===== src/rtl/seq_pkg.sv =====
// seq_pkg: shared state encoding and defaults for the sequence serializer
package seq_pkg;
  typedef enum logic [1:0] {IDLE, SHIFT, DONE} state_t;
  localparam int DEFAULT_SEQ_W = 16;
  localparam logic [15:0] DEFAULT_SEQ = 16'b0010001110110010;
endpackage


===== src/rtl/seq_serializer.sv =====
// seq_serializer: plays a captured sequence word LSB first, one bit per consumer step
module seq_serializer
  import seq_pkg::*;
#(
  parameter int SEQ_W = DEFAULT_SEQ_W,
  parameter int IDX_W = 5
) (
  input  logic             clk,
  input  logic             rst,
  input  logic             load,
  input  logic [SEQ_W-1:0] seq_in,
  input  logic             repeat_en,
  input  logic             step,
  output logic             inp,
  output logic             bit_valid,
  output logic [IDX_W-1:0] bit_idx,
  output logic             busy,
  output logic             done
);
  state_t state, state_n;
  logic [SEQ_W-1:0] shift_reg, saved;
  logic last;
  assign last = bit_idx == IDX_W'(SEQ_W - 1);
  always_ff @(posedge clk) begin
    if (rst) begin
      state <= IDLE;
      shift_reg <= '0;
      saved <= '0;
      bit_idx <= '0;
    end else begin
      state <= state_n;
      if (state == IDLE && load) begin
        shift_reg <= seq_in;
        saved <= seq_in;
        bit_idx <= '0;
      end else if (state == SHIFT && step) begin
        shift_reg <= last ? (repeat_en ? saved : shift_reg) : shift_reg >> 1;
        bit_idx <= last ? '0 : bit_idx + 1'b1;
      end
    end
  end
  always_comb begin
    state_n = state;
    state_n = state == IDLE  ? (load ? SHIFT : IDLE) :
              state == SHIFT ? ((step && last && !repeat_en) ? DONE : SHIFT) :
              IDLE;
  end
  always_comb begin
    busy = state == SHIFT;
    bit_valid = state == SHIFT;
    inp = (state == SHIFT) & shift_reg[0];
    done = state == DONE;
  end
endmodule

===== config.mk =====
export PLATFORM = sky130hd
export DESIGN_NAME = seq_serializer
export DESIGN_NICKNAME = d
export VERILOG_FILES = /design/src/rtl/seq_pkg.sv /design/src/rtl/seq_serializer.sv
export SDC_FILE = /design/constraint.sdc
export NUM_CORES = 1
export LEC_CHECK = 0
export ABC_AREA = 1
export ABC_CLOCK_PERIOD_IN_PS = 3000
export CORE_UTILIZATION = 50
export CTS_BUF_LIST = sky130_fd_sc_hd__clkbuf_8
export DETAILED_ROUTE_END_ITERATION = 8
export GPL_TIMING_DRIVEN = 0
export HOLD_SLACK_MARGIN = 0.12
export PLACE_DENSITY = 0.79
export SYNTH_ARGS = -nofsm -noshare
export SYNTH_HDL_FRONTEND = slang
export SYNTH_SLANG_ARGS = --single-unit

===== constraint.sdc =====
create_clock -name clk -period 3 [get_ports clk]
set_input_delay 0.3 -clock clk [delete_from_list [all_inputs] [get_ports clk]]
set_output_delay 0.3 -clock clk [all_outputs]
set_load 0.005 [all_outputs]

==> results.json <==
{
  "syn_inst": 309,
  "power_frac_clock_pct": 28.8,
  "final_nets": 366,
  "cts_tree": "built",
  "track_usage_pct": 22.9,
  "avgSynthCellArea_sq_um": 6.63,
  "crit_path_start": "state[0]",
  "worstSetupPathType": "flop to primary output",
  "end_kind": "primary output",
  "setup_viol": 0,
  "required_ps": 2700,
  "dp.cells": 385,
  "worstSetupPathDepth": 4,
  "die_h_microns": 66.0,
  "place_congestion": 0.790,
  "drt_wl_total_microns": 4450,
  "grt-busiest-layer": "met2",
  "worst_pin_slew_ps": 608,
  "power.density_mw_per_mm2": 454,
  "p_int_mw": 0.807,
  "crit_path_start_kind": "flop",
  "cts_max_level": 2,
  "worst_r2r_path_depth": 9,
  "fmax_mhz": 564,
  "reg2reg_slack_ps": 1520,
  "ctsHoldBuffers": 0,
  "port_buffers": 28,
  "wire_per_inst_microns": 11.4,
  "via_per_inst": 4.85,
  "die_w_microns": 66.0,
  "post_cts_buffers": 0,
  "critical_path_arrival_ps": 1470,
  "p_seq_share_pct": 50.7,
  "drcViolationCount": 0,
  "synth-seq-cells": 39,
  "cts-resized-gates": 0,
  "grt_pass1_vias": 1607,
  "use_met1_pct": 30.6,
  "clk_pin_slew_ps": 70,
  "start_util_pct": 53.9,
  "cts_num_sinks": 39,
  "hold_class": "input pin to flop",
  "ios": 30,
  "peakVddDrop_v": 0.000363,
  "clock_skew_ps": 5.32,
  "rsz0062_at_grt": "false",
  "rr_startpoint": "bit_idx[0]",
  "fin_crit_ps": 1770,
  "drt_iter0_markers": 138,
  "cp_num_buf_inv": 3,
  "hpwl_microns": 3150,
  "core_sq_mm": 0.00380,
  "slowest_stage": "clkdlybuf4s50_1",
  "finalHoldViolCount": 0,
  "grt_start_max_net_pins": 11,
  "diodes": 0,
  "leakage_nw": 1.21,
  "clockBufferDepth": 2,
  "antenna_found_initial": 0,
  "grt_use_met2_pct": 36.9,
  "r2r-end": "shift_reg[9]",
  "maxCapViolCount": 0,
  "ys.flop_type": "dfxtp_1",
  "drtAntennaViolNets": 0,
  "syn_area_sq_mm": 0.00205,
  "drv_slew": 0,
  "cts_made_buffers": 5,
  "cp-endpoint": "busy",
  "pwr-share-comb_pct": 20.5,
  "use_met3_pct": 4.66,
  "fin_crit_sh_pct": 59.1,
  "switching_share_pct": 27.8,
  "relSlewSlack_pct": 59.5,
  "setup-tns-final_ps": 0,
  "synth_edf_count": 0,
  "crit_chain": "nand2_2 -> inv_2 -> buf_4 -> clkdlybuf4s50_1",
  "vias": 1897,
  "drive_gt1_share_pct": 12.5,
  "crit_path_max_incr_delay_ps": 480,
  "dr.pass1.iters": 4,
  "grt-ovfl-total": 0,
  "final_cell_mix": "87 x nand2_1, 60 x nor2_1, 39 x dfxtp_1, 36 x nand3_1, 28 x clkdlybuf4s50_1",
  "yosysWarningCount": 0,
  "synthDistinctLibCells": 24,
  "p_sw_mw": 0.311,
  "clk_latency_ps": 280,
  "status": "finished, final reports clean",
  "cpLargestDelayFamily": "buffers and inverters",
  "async_flop_share_pct": 0,
  "rows": 22,
  "cts_root_buf": "clkbuf_8",
  "final_common_cell": "nand2_1",
  "yosysSeqAreaShare_pct": 38.1,
  "synth.net_count": 331,
  "grt_pass1_wl_microns": 7480,
  "cp_max_fo": 4,
  "die_area_sq_mm": 0.00436,
  "area_delta_synth_final_pct": 20.2,
  "final_cells": 391
}
-- worst min path at each step --
stage	start	to	slack (ps)	depth (start not counted)
finish	rst	saved[6]	330	2
global route	rst	saved[4]	330	2
CTS	rst	saved[8]	340	2
floorplan	saved[4]	saved[4]	440	2
detailed placement	saved[11]	saved[11]	460	2
global placement	saved[4]	saved[4]	450	2
-- logic make-up (layout without fill, tap and decap cells) --
group	count (synthesis)	after routing	synth area share [%]
flops	39	39	38.1
compound gates	22	22	5.38
buf+inv	43	77	11.6
xor+xnor	1	1	0.428
fa+ha+maj	1	1	0.611
simple gates	203	203	43.9
-- power groups by stage --
stage / logic, mW / registers [mW] / clock network (mW)
2_1_floorplan: 0.163 / 0.575 / 0
3_3_place_gp: 0.225 / 0.577 / 0
3_5_place_dp: 0.229 / 0.578 / 0
4_1_cts: 0.230 / 0.566 / 0.327
5_1_grt: 0.260 / 0.569 / 0.356
6_report: 0.229 / 0.566 / 0.322
-- synthesized netlist by cell type (2+ instances only) --
cell | instances | area, sq um
buf_6 | 8 | 90.1
a21oi_1 | 19 | 95.1
nand2_4 | 5 | 56.3
dfxtp_1 | 39 | 781
nand3_2 | 2 | 20.0
nor2_2 | 8 | 50.1
nor2_4 | 2 | 22.5
inv_2 | 3 | 11.3
nor2_1 | 60 | 225
o21ai_0 | 2 | 10.0
buf_2 | 5 | 25.0
nand2_1 | 87 | 327
inv_1 | 22 | 82.6
nand3_1 | 36 | 180
buf_4 | 2 | 15.0
-- per-layer routing --
| metal | part of all wire [%] | wire length [microns] |
|---|---|---|
| met5 | 0 | 0 |
| met4 | 1.0 | 46 |
| met3 | 3.5 | 157 |
| met2 | 48 | 2120 |
| met1 | 48 | 2130 |
-- per-stage QoR --
step / total power, mW / util, % / hold slack, ps / cell area (sq um) / setup WS (ps)
floorplan: 0.739 / - / 444 / 2050 / 1670
global placement: 0.802 / 62.9 / 452 / 2390 / 1370
detailed placement: 0.807 / 62.9 / 456 / 2390 / 1360
CTS: 1.12 / 64.8 / 337 / 2460 / 1210
global route: 1.19 / 64.8 / 335 / 2460 / 1170
finish: 1.12 / 64.8 / 333 / 2460 / 1230
-- cell type report --
| type | instances | area [sq um] |
|---|---|---|
| Inverter | 27 | 104 |
| Fill cell | 357 | 1340 |
| Clock inverter | 1 | 3.75 |
| Clock buffer | 5 | 68.8 |
| Multi-Input combinational cell | 227 | 1030 |
| Sequential cell | 39 | 781 |
| Tap cell | 48 | 60.1 |
| Buffer | 16 | 134 |
| Timing Repair Buffer | 28 | 280 |
No activity file was read; power rests on OpenSTA's default activity.
